==> config.mk <==
export PLATFORM = sky130hd
export DESIGN_NAME = sl_spi_slave
export DESIGN_NICKNAME = d
export VERILOG_FILES = /design/src/rtl/sl_spi_slave.sv
export SDC_FILE = /design/constraint.sdc
export NUM_CORES = 1
export LEC_CHECK = 0
export CORE_ASPECT_RATIO = 1.1
export CORE_UTILIZATION = 29
export CTS_CLUSTER_DIAMETER = 30
export DETAILED_ROUTE_END_ITERATION = 10
export PLACE_DENSITY = 0.55
export SETUP_SLACK_MARGIN = 0.5
export SLEW_MARGIN = 25
export SYNTH_ARGS = -nofsm -noshare
export SYNTH_HDL_FRONTEND = slang
export SYNTH_SLANG_ARGS = --single-unit
export TNS_END_PERCENT = 20
==> constraint.sdc <==
create_clock -name clk -period 3.2 [get_ports clk]
set_input_delay 0.64 -clock clk [delete_from_list [all_inputs] [get_ports clk]]
set_output_delay 0.64 -clock clk [all_outputs]
set_load 0.01 [all_outputs]
==> src/rtl/sl_spi_slave.sv <==
// SPI mode-0 (CPOL=0, CPHA=0, MSB first) slave, oversampled in the clk domain.
// Exchanges words with local logic via a TX holding register and an RX valid/ready port.
//
// state  | meaning
// IDLE   | not selected, MISO tri-stated, SCLK edges ignored
// ACTIVE | selected, shifting on SCLK edges
module sl_spi_slave #(
  parameter int                DATA_W      = 8,
  parameter int                SYNC_STAGES = 2,
  parameter logic [DATA_W-1:0] IDLE_BYTE   = {DATA_W{1'b1}}
) (
  input  logic              clk,
  input  logic              rst,
  input  logic              spi_ss_i,
  input  logic              spi_sclk_i,
  input  logic              spi_mosi_i,
  output logic              spi_miso_o,
  output logic              spi_miso_en,
  input  logic [DATA_W-1:0] tx_data,
  input  logic              tx_val,
  output logic              tx_rdy,
  output logic              tx_undr,
  output logic [DATA_W-1:0] rx_data,
  output logic              rx_val,
  input  logic              rx_rdy,
  output logic              rx_ovf,
  output logic              busy
);

  localparam int CNT_W = (DATA_W > 1) ? $clog2(DATA_W) : 1;
  localparam logic [CNT_W-1:0] LAST_BIT = CNT_W'(DATA_W - 1);

  typedef enum logic {IDLE, ACTIVE} state_t;

  state_t            state;
  logic [SYNC_STAGES-1:0] ss_sync, sclk_sync, mosi_sync;
  logic              ss_d, sclk_d;
  logic              ss_s, sclk_s, mosi_s;
  logic              ss_fall, ss_rise, sclk_rise, sclk_fall;
  logic [CNT_W-1:0]  bit_cnt;
  logic [DATA_W-1:0] tx_shift, rx_shift, rx_next;
  logic [DATA_W-1:0] hold_data;
  logic              hold_full;
  logic              word_load;

  always_ff @(posedge clk or posedge rst) begin
    if (rst) begin
      ss_sync   <= '1;
      sclk_sync <= '0;
      mosi_sync <= '0;
      ss_d      <= 1'b1;
      sclk_d    <= 1'b0;
    end else begin
      ss_sync   <= {ss_sync[SYNC_STAGES-2:0], spi_ss_i};
      sclk_sync <= {sclk_sync[SYNC_STAGES-2:0], spi_sclk_i};
      mosi_sync <= {mosi_sync[SYNC_STAGES-2:0], spi_mosi_i};
      ss_d      <= ss_s;
      sclk_d    <= sclk_s;
    end
  end

  assign ss_s      = ss_sync[SYNC_STAGES-1];
  assign sclk_s    = sclk_sync[SYNC_STAGES-1];
  assign mosi_s    = mosi_sync[SYNC_STAGES-1];
  assign ss_fall   = ss_d & ~ss_s;
  assign ss_rise   = ~ss_d & ss_s;
  assign sclk_rise = sclk_s & ~sclk_d;
  assign sclk_fall = ~sclk_s & sclk_d;
  assign rx_next   = {rx_shift[DATA_W-2:0], mosi_s};

  // A load happens at selection and on the first falling edge after a full word;
  // a deselect in the same cycle takes priority over any SCLK edge.
  always_comb begin
    word_load = 1'b0;
    if (state == IDLE)
      word_load = ss_fall;
    else if (!ss_rise && sclk_fall && bit_cnt == '0)
      word_load = 1'b1;
  end

  always_ff @(posedge clk or posedge rst) begin
    if (rst) begin
      state       <= IDLE;
      busy        <= 1'b0;
      spi_miso_en <= 1'b0;
      bit_cnt     <= '0;
      tx_shift    <= '0;
      rx_shift    <= '0;
      rx_data     <= '0;
      rx_val      <= 1'b0;
      rx_ovf      <= 1'b0;
      tx_undr     <= 1'b0;
      hold_data   <= '0;
      hold_full   <= 1'b0;
    end else begin
      tx_undr <= 1'b0;
      rx_ovf  <= 1'b0;

      if (rx_val && rx_rdy)
        rx_val <= 1'b0;

      // The load sees the holding register as it was before this cycle's write.
      if (word_load) begin
        if (hold_full)
          tx_shift <= hold_data;
        else begin
          tx_shift <= IDLE_BYTE;
          tx_undr  <= 1'b1;
        end
      end

      if (word_load && hold_full)
        hold_full <= 1'b0;
      else if (tx_val && !hold_full) begin
        hold_data <= tx_data;
        hold_full <= 1'b1;
      end

      case (state)
        IDLE: begin
          if (ss_fall) begin
            state       <= ACTIVE;
            busy        <= 1'b1;
            spi_miso_en <= 1'b1;
            bit_cnt     <= '0;
          end
        end
        ACTIVE: begin
          if (ss_rise) begin
            state       <= IDLE;
            busy        <= 1'b0;
            spi_miso_en <= 1'b0;
            bit_cnt     <= '0;
            rx_shift    <= '0;
          end else if (sclk_rise) begin
            rx_shift <= rx_next;
            if (bit_cnt == LAST_BIT) begin
              bit_cnt <= '0;
              rx_data <= rx_next;
              rx_val  <= 1'b1;
              rx_ovf  <= rx_val && !rx_rdy;
            end else begin
              bit_cnt <= bit_cnt + CNT_W'(1);
            end
          end else if (sclk_fall && bit_cnt != '0) begin
            tx_shift <= tx_shift << 1;
          end
        end
        default: state <= IDLE;
      endcase
    end
  end

  assign spi_miso_o = tx_shift[DATA_W-1];
  assign tx_rdy     = ~hold_full;

endmodule

==> impl_metrics.tcl, run 1 <==
set metrics [dict create \
    port_buffers 29 \
    dr.pass1.iters 4 \
    arrival_ns 1.41 \
    routed_wl_um 3800 \
    cts_num_sinks 48 \
    grt_use_total_pct 11.0 \
    cap_violations 0 \
    cts_max_level 2 \
    place.gp.congestion 0.773 \
    diodes 0 \
    cts-hold-fix-buffers 0 \
    layout_commonest_cell "dfrtp_1" \
    syn_inst 159 \
    hold_viol 0 \
    dieHeight_um 91.2 \
    crit_slowest_cell "clkdlybuf4s50_1" \
    synth_mux_area_share_pct 8.59 \
    synth_cell_types 41 \
    cts.path.max_buffers 2 \
    path_class "flop to output port" \
    syn_area_sq_um 2100 \
    layout_common_cells "45 x dfrtp_1, 29 x clkdlybuf4s50_1, 16 x mux2_2, 12 x o32a_1" \
    core_sq_um 7010 \
    tightest_slew_ns 0.743 \
    dp_hpwl_um 2600 \
    post_drt_wl_per_cell_um 13.9 \
    max_freq_mhz 487 \
    grt_pass1_wl_um 6620 \
    final-setup-viol-count 0 \
    leakage_nw 1.07 \
    grt_pass1_vias 1319 \
    crit_chain "inv_1 -> clkdlybuf4s50_1" \
    cellPowerDensity_nw_per_um2 619 \
    numCtsBuffers 5 \
    cp.required_ns 2.56 \
    viasPerCell 4.93 \
    cts_tree "built" \
    power_mw 1.57 \
    maxSlewViolCount 0 \
    drt_iter0_drc 73 \
    synth_compound_area_share_pct 15.1 \
    die_x_um 83.1 \
    ir_drop_v 0.000239 \
    hold_class "flop to flop" \
    placed_cell_area_sq_um 2440 \
    period_share_pct 64.1 \
    status "finished, final reports clean" \
    yosys.area_share.simple_pct 12.2 \
    postSynthAreaPerCell_sq_um 13.2 \
    syn_nets 177 \
    gr-total-overflow 0 \
    ys_warn_count 0 \
    worstRegToRegCells 3 \
    ant_nets 0 \
    synthXorXnorAreaFrac_pct 0 \
    initial_core_util_pct 29.9 \
    dieArea_sq_um 7580 \
    drive_above_1_share_pct 21.2 \
    layout.nets 206 \
    grt_max_degree 21 \
    seq_area_frac_synth_pct 57.4 \
    drc 0 \
    rsz0062_at_grt "no" \
    cpPeakStageDelay_ns 0.54 \
    maxSlewHeadroom_pct 50.5 \
    holdPathStages 0 \
    antenna_found_initial 0 \
    ctsRootBufferMaster "clkbuf_8" \
    layout_min_cycle_time_ns 2.05 \
    postCtsSetupBuffers 0 \
    cp_max_fo 6 \
    crit_path_end_kind "output port" \
    num_rows 32 \
    skew_ns 0.00495 \
    io_pins 30 \
    clk_pin_slew_ns 0.09 \
    ys_ff_latch 48 \
    synthAdderAreaFrac_pct 1.79 \
    crit_path_start_kind "flop" \
    tns_ns 0 \
    clk_latency_ns 0.30 \
    synth_top_family_by_area "compound AO/OA/AOI/OAI gates" \
    syn_to_final_growth_pct 20.8 \
    finish.instance_area_sq_um 2530 \
    vias 1350 \
    cts_resized 0 \
]
==> path summary, 6_finish.rpt <==
check                                 startpoint                       to  slack [ns]
min in group asynchronous                    rst  rx_shift[2]$_DFFE_PP0P_        0.61
hold / removal              ss_sync[0]$_DFF_PP1_     ss_sync[1]$_DFF_PP1_        0.36
hold reg to reg             ss_sync[0]$_DFF_PP1_     ss_sync[1]$_DFF_PP1_        0.36
max in group asynchronous                    rst           ss_d$_DFF_PP1_        1.96
setup reg to reg                 state$_DFF_PP0_    tx_shift[7]$_DFF_PP0_        1.30
setup / recovery           hold_full$_DFFE_PP0P_                   tx_rdy        1.15
==> critical path, delay by kind of cell, from the launching register on <==
family	cells	cell delay [ns]
buf+inv	2	0.66
flops	1	0.46
==> per-layer routing <==
metal  routed length, um  track usage, %  vias up
li1                    -               -      650
met1                1910            15.2      669
met2                1680            16.3       26
met3                 131            2.64        5
met4                  74            4.74        0
met5                   0               0        -
==> kinds of logic (layout without fill, tap and decap cells) <==
group                    count (synthesis)  in the layout
AO/OA/AOI/OAI                           38             38
multiplexers                            16             16
flip-flops                              48             48
buffers and inverters                   16             46
AND/OR/NAND/NOR                         38             38
adder cells (fa/ha/maj)                  3              3
==> flip-flops by register name, indices dropped and copies added, names as in the netlist <==
signal / count
ss_d: 1
rx_data: 8
rx_shift: 7
busy: 1
sclk_sync: 2
mosi_sync: 2
ss_sync: 2
tx_undr: 1
tx_shift: 8
rx_val: 1
bit_cnt: 3
hold_data: 8
state: 1
hold_full: 1
sclk_d: 1
rx_ovf: 1
==> power by group <==
part | total, mW | switching [mW] | leakage [nW] | internal, mW
registers | 0.830 | 0.0933 | 0.602 | 0.737
logic | 0.350 | 0.144 | 0.418 | 0.206
clock network | 0.388 | 0.211 | 0.0516 | 0.177
==> Yosys cell counts <==
| cell | number | area, sq um |
|---|---|---|
| nor3_2 | 1 | 10.0 |
| dfstp_2 | 3 | 78.8 |
| buf_4 | 2 | 15.0 |
| o311ai_1 | 1 | 8.76 |
| dfrtp_1 | 45 | 1130 |
| a211oi_1 | 1 | 7.51 |
| or3b_2 | 1 | 8.76 |
| o21ai_2 | 1 | 8.76 |
| buf_6 | 4 | 45.0 |
| nor3b_2 | 1 | 12.5 |
| mux2_2 | 16 | 180 |
| inv_1 | 5 | 18.8 |
| ha_1 | 3 | 37.5 |
| a21boi_0 | 1 | 7.51 |
| nand2b_1 | 4 | 25.0 |
| nand3_1 | 2 | 10.0 |
| nand2b_4 | 1 | 13.8 |
| nand2_1 | 7 | 26.3 |
| buf_2 | 3 | 15.0 |
| clkbuf_1 | 1 | 3.75 |
| and4bb_1 | 1 | 12.5 |
| a22o_1 | 7 | 61.3 |
| a21oi_1 | 4 | 20.0 |
| nor2_1 | 5 | 18.8 |
| a32oi_2 | 1 | 16.3 |
| o21ai_0 | 4 | 20.0 |
| o221ai_1 | 1 | 8.76 |
| inv_4 | 1 | 6.26 |
| a31oi_1 | 1 | 6.26 |
| nand4_4 | 1 | 21.3 |
| o32a_1 | 12 | 120 |
| or2b_1 | 1 | 7.51 |
| nor2b_1 | 2 | 12.5 |
| a21o_1 | 1 | 7.51 |
| and3_4 | 1 | 11.3 |
| o311ai_0 | 1 | 8.76 |
| nor4_1 | 6 | 37.5 |
| o211ai_1 | 2 | 15.0 |
| and2b_1 | 2 | 15.0 |
| or3_1 | 1 | 6.26 |
| and2_1 | 1 | 6.26 |
==> through the flow <==
stage / instances / hold slack, ns / utilization (%) / setup slack, ns
after detailed placement: 266 / 0.338 / 34.8 / 0.970
after CTS: 274 / 0.357 / 36.2 / 1.13
after global placement: 266 / 0.335 / 34.8 / 0.983
after floorplan: 159 / 0.331 / - / 1.42
final: 274 / 0.355 / 36.2 / 1.15
after global routing: 274 / 0.360 / 36.2 / 1.09
==> area by class of cell <==
| cell class | instances | area (sq um) |
|---|---|---|
| clock inverter | 2 | 13.8 |
| sequential | 48 | 1200 |
| timing repair buffer | 32 | 313 |
| fill | 681 | 4470 |
| inverter | 6 | 25.0 |
| tap | 85 | 106 |
| clock buffer | 6 | 82.6 |
| multi-input combinational | 95 | 790 |
Power figures use the tool's default switching activity.
==> run 2, diff against run 1 <==
PLACE_DENSITY = 0.57   (was 0.55)
clock period = 1.7 ns   (was 3.2 ns; I/O delays follow)
==> impl_metrics.tcl, run 2 (same netlist as run 1, synthesis figures left out) <==
set metrics [dict create \
    status "finished, final reports clean" \
    routed_wl_um 4010 \
    drt_iter0_drc 76 \
    placed_cell_area_sq_um 2510 \
    syn_to_final_growth_pct 27.6 \
    r2r_start "ss_sync[1]$_DFF_PP1_" \
    skew_ns 0.00463 \
    layout_min_cycle_time_ns 1.52 \
    holdPathEnd "mosi_sync[1]$_DFF_PP0_" \
    grt_max_degree 22 \
    initial_core_util_pct 29.9 \
    r2r_setup_slack_ns 0.18 \
    period_share_pct 89.2 \
    cts_tree "built" \
    crit_path_end_kind "flop" \
    cp_max_fo 9 \
    timing.rr.end "rx_shift[4]$_DFFE_PP0P_" \
    diodes 0 \
    max_freq_mhz 659 \
    grt_use_total_pct 10.9 \
    holdPathStages 0 \
    arrival_ns 1.70 \
    rsz0062_at_grt "yes" \
    regArea_sq_um 1210 \
    numCtsBuffers 5 \
    path_class "flop to flop" \
    cts_num_sinks 48 \
    ant_nets 0 \
    post_drt_wl_per_cell_um 13.9 \
    cts_max_level 2 \
    leakage_nw 1.18 \
    finish.instance_area_sq_um 2680 \
    tns_ns 0 \
    drive_above_1_share_pct 34.0 \
    multiInputGateArea_sq_um 845 \
    maxSlewHeadroom_pct 73.1 \
    tightest_slew_ns 0.402 \
    port_buffers 29 \
    layout_commonest_cell "dfrtp_1" \
    layout_common_cells "44 x dfrtp_1, 16 x mux2_2, 15 x clkdlybuf4s50_1, 12 x o32a_1, 12 x buf_4" \
    dieArea_sq_um 7580 \
    ir_drop_v 0.000484 \
    antenna_found_initial 0 \
    maxSlewViolCount 0 \
    min_from "mosi_sync[0]$_DFF_PP0_" \
    dieHeight_um 91.2 \
    core_sq_um 7010 \
    die_x_um 83.1 \
    ctsRootBufferMaster "clkbuf_8" \
    final-setup-viol-count 0 \
    num_rows 32 \
    gr-total-overflow 0 \
    cp.required_ns 1.89 \
    worstRegToRegCells 5 \
    grt_pass1_wl_um 6730 \
    cellPowerDensity_nw_per_um2 1110 \
    drc 0 \
    layout.nets 220 \
    cts.path.max_buffers 2 \
    dr.pass1.iters 4 \
    dp_hpwl_um 2680 \
    hold_slack_ns 0.356 \
    grt_pass1_vias 1394 \
    clk_pin_slew_ns 0.09 \
    io_pins 30 \
    crit_path_start_kind "flop" \
    reg_top3 "hold_data x8, rx_data x8, tx_shift x8" \
    vias 1424 \
    place.gp.congestion 0.769 \
    viasPerCell 4.94 \
    clk_latency_ns 0.29 \
    cap_violations 0 \
    hold_class "flop to flop" \
    n_fill_cell 664 \
    cts-hold-fix-buffers 0 \
    hold_viol 0 \
]
[run 2: cell types whose count changed in the layout (fill, tap and decap cells not counted), moves of 2 or more]
cell | previous run | this run
clkdlybuf4s50_1 | 29 | 15
buf_4 | 3 | 12
dlygate4sd2_1 | 0 | 7
buf_2 | 0 | 6
buf_6 | 0 | 3
ha_1 | 3 | 1
inv_1 | 4 | 2
[run 2: final cells by class]
cell class	count	share of cell area [%]
timing repair buffer	45	14.8
inverter	6	1.07
clock inverter	2	0.514
clock buffer	6	3.08
tap	85	3.97
sequential	48	45.0
multi-input combinational	96	31.5
[run 2: what timing repair did]
item	4_1_cts	5_1_grt
gates resized for setup	40	6
endpoints found under the setup margin	54	52
setup buffers	4	1
gates cloned	2	1
pin swaps	2	5
[run 2: worst max-delay path by stage]
stage          slack [ns]                        to              startpoint
6_report             0.18   rx_shift[4]$_DFFE_PP0P_    ss_sync[1]$_DFF_PP1_
5_1_grt              0.14     tx_shift[4]$_DFF_PP0_  bit_cnt[0]$_DFFE_PP0P_
4_1_cts              0.20    rx_data[2]$_DFFE_PP0P_  bit_cnt[0]$_DFFE_PP0P_
2_1_floorplan        0.23     tx_shift[1]$_DFF_PP0_  bit_cnt[0]$_DFFE_PP0P_
3_3_place_gp         0.14  hold_data[6]$_DFFE_PP0P_                  tx_val
3_5_place_dp         0.12  hold_data[7]$_DFFE_PP0P_                  tx_val
[run 2: layer usage]
metal / vias up / wire (um) / track usage, %
li1: 686 / - / -
met5: - / 0 / 0
met1: 707 / 1910 / 14.7
met2: 27 / 1930 / 17.9
met4: 0 / 49 / 3.45
met3: 4 / 115 / 1.91
[run 2: worst max-delay path, stage by stage (launching register included)]
cell and delay, ns:
dfstp_2 0.60, nor2b_4 0.21, buf_6 0.16, nor3_2 0.05
buf_4 0.15, a22o_1 0.23
[run 2: stage by stage]
step	util, %	setup WS (ns)	std cells	total power [mW]
5_1_grt	38.2	0.135	288	3.19
6_report	38.2	0.183	288	2.98
3_3_place_gp	35.9	0.137	272	2.28
2_1_floorplan	-	0.226	159	2.06
4_1_cts	37.6	0.195	286	3.00
3_5_place_dp	35.9	0.121	272	2.29
[run 2: power breakdown]
group / switching, mW / internal [mW]
clock network: 0.377 / 0.333
logic: 0.307 / 0.415
registers: 0.161 / 1.39
==> run 3, diff against run 2 <==
--- a/config.mk
+++ b/config.mk
@@ -13,3 +13,3 @@
 export SETUP_SLACK_MARGIN = 0.5
-export SLEW_MARGIN = 25
+export SLEW_MARGIN = 20
 export SYNTH_ARGS = -nofsm -noshare
==> constraint.sdc (replaced) <==
create_clock -name clk -period 1.7 [get_ports clk]
set_input_delay 0.17 -clock clk [delete_from_list [all_inputs] [get_ports clk]]
set_output_delay 0.17 -clock clk [all_outputs]
set_load 0.01 [all_outputs]
==> impl_metrics.tcl, run 3 (same netlist as run 1, synthesis figures left out) <==
set metrics [dict create \
    ant_nets 0 \
    final-setup-viol-count 0 \
    diodes 0 \
    place.gp.congestion 0.759 \
    timing.rr.end "tx_shift[7]$_DFF_PP0_" \
    maxSlewHeadroom_pct 78.5 \
    hold_viol 0 \
    post_drt_wl_per_cell_um 14.7 \
    layout_min_cycle_time_ns 1.52 \
    violations "DRC" \
    tightest_slew_ns 0.323 \
    regArea_sq_um 1210 \
    layout.nets 220 \
    clk_latency_ns 0.30 \
    status "complete, but fails checks" \
    ctsRootBufferMaster "clkbuf_8" \
    num_rows 32 \
    dieArea_sq_um 7580 \
    dieHeight_um 91.2 \
    cts-hold-fix-buffers 0 \
    cellPowerDensity_nw_per_um2 1100 \
    fin_util_pct 40.0 \
    worstRegToRegCells 4 \
    ir_drop_v 0.000565 \
    numCtsBuffers 5 \
    drive_above_1_share_pct 34.5 \
    cts_max_level 2 \
    layout_common_cells "43 x dfrtp_1, 28 x clkdlybuf4s50_1, 16 x mux2_2, 12 x o32a_1, 10 x buf_4" \
    grt_max_degree 49 \
    max_freq_mhz 660 \
    r2r_start "ss_d$_DFF_PP1_" \
    power_mw 3.08 \
    cp_max_fo 8 \
    drt_iter0_drc 65 \
    r2r_setup_slack_ns 0.18 \
    clk_pin_slew_ns 0.09 \
    n_fill_cell 676 \
    dr.pass1.iters 7 \
    multiInputGateArea_sq_um 926 \
    path_class "flop to flop" \
    vias 1465 \
    syn_to_final_growth_pct 33.5 \
    routed_wl_um 4220 \
    reg_top3 "hold_data x8, rx_data x8, tx_shift x8" \
    drc 1 \
    hold_class "input pin to asynchronous set/reset pin" \
    rsz0062_at_grt "yes" \
    dp_hpwl_um 2620 \
    antenna_found_initial 0 \
    arrival_ns 1.70 \
    leakage_nw 1.16 \
    cts_num_sinks 48 \
    gr-total-overflow 0 \
    tns_ns 0 \
    crit_path_start_kind "flop" \
    cts.path.max_buffers 2 \
    crit_path_end_kind "flop" \
    port_buffers 29 \
    skew_ns 0.00823 \
    cap_violations 0 \
    viasPerCell 5.09 \
    cts_tree "built" \
    grt_pass1_wl_um 7200 \
    initial_core_util_pct 29.9 \
    maxSlewViolCount 0 \
    core_sq_um 7010 \
    die_x_um 83.1 \
    period_share_pct 89.1 \
    layout_commonest_cell "dfrtp_1" \
    io_pins 30 \
    cp.required_ns 1.89 \
    grt_pass1_vias 1512 \
    grt_use_total_pct 12.0 \
]
run 3: changes by cell type in the layout (fill, tap and decap cells not counted), moves of 2 or more:
cell	delta
nor4_2	+4
dlygate4sd2_1	-6
buf_2	-6
clkdlybuf4s50_1	+13
buf_6	+2
buf_4	-2
nor4_1	-4
run 3: where the power goes:
part	internal, mW	total [mW]	switching [mW]
combinational	0.466	0.825	0.359
sequential	1.39	1.54	0.153
clock	0.333	0.717	0.384
total	2.19	3.08	0.895
run 3: per-layer routing:
metal	GRT usage [%]	part of all wire (%)	vias to the layer above
met3	2.82	3.1	9
met2	20.6	51	31
met5	0	0	-
li1	-	-	684
met4	4.60	2.2	0
met1	14.5	44	741
run 3: worst max-delay path by stage:
stage	start	end	slack, ns	cells after the start
floorplan	bit_cnt[0]$_DFFE_PP0P_	tx_shift[4]$_DFF_PP0_	0.23	6
global placement	ss_sync[1]$_DFF_PP1_	tx_shift[5]$_DFF_PP0_	0.14	4
detailed placement	ss_sync[1]$_DFF_PP1_	tx_shift[4]$_DFF_PP0_	0.17	4
CTS	ss_d$_DFF_PP1_	tx_shift[6]$_DFF_PP0_	0.20	4
global route	ss_d$_DFF_PP1_	tx_shift[5]$_DFF_PP0_	0.12	4
finish	ss_d$_DFF_PP1_	tx_shift[7]$_DFF_PP0_	0.18	4
run 3: worst max-delay path, stage by stage (launching register included):
cell and delay, ns:
dfstp_2 0.59, nor2b_4 0.06, buf_6 0.13, o32a_1 0.28, o32a_1 0.34
run 3: repair_timing:
action / 4_1_cts / 5_1_grt
gates cloned: 1 / 0
buffers inserted: 7 / 1
setup endpoints to repair: 55 / 55
pin swaps: 5 / 3
gates resized for setup: 24 / 6
run 3: through the flow:
step | cells | hold slack (ns) | setup slack (ns) | instance area [sq um]
floorplan | 159 | 0.174 | 0.226 | 2130
global route | 288 | 0.230 | 0.121 | 2800
CTS | 287 | 0.226 | 0.205 | 2760
global placement | 271 | 0.335 | 0.143 | 2510
detailed placement | 271 | 0.335 | 0.171 | 2510
finish | 288 | 0.217 | 0.185 | 2800
run 3: final cells by class:
cell class                 instances  share of cell area [%]
sequential                        48                    43.1
tap                               85                    3.80
inverter                           6                   0.893
clock buffer                       6                    2.95
clock inverter                     2                   0.491
multi-input combinational         96                    33.1
timing repair buffer              45                    15.7
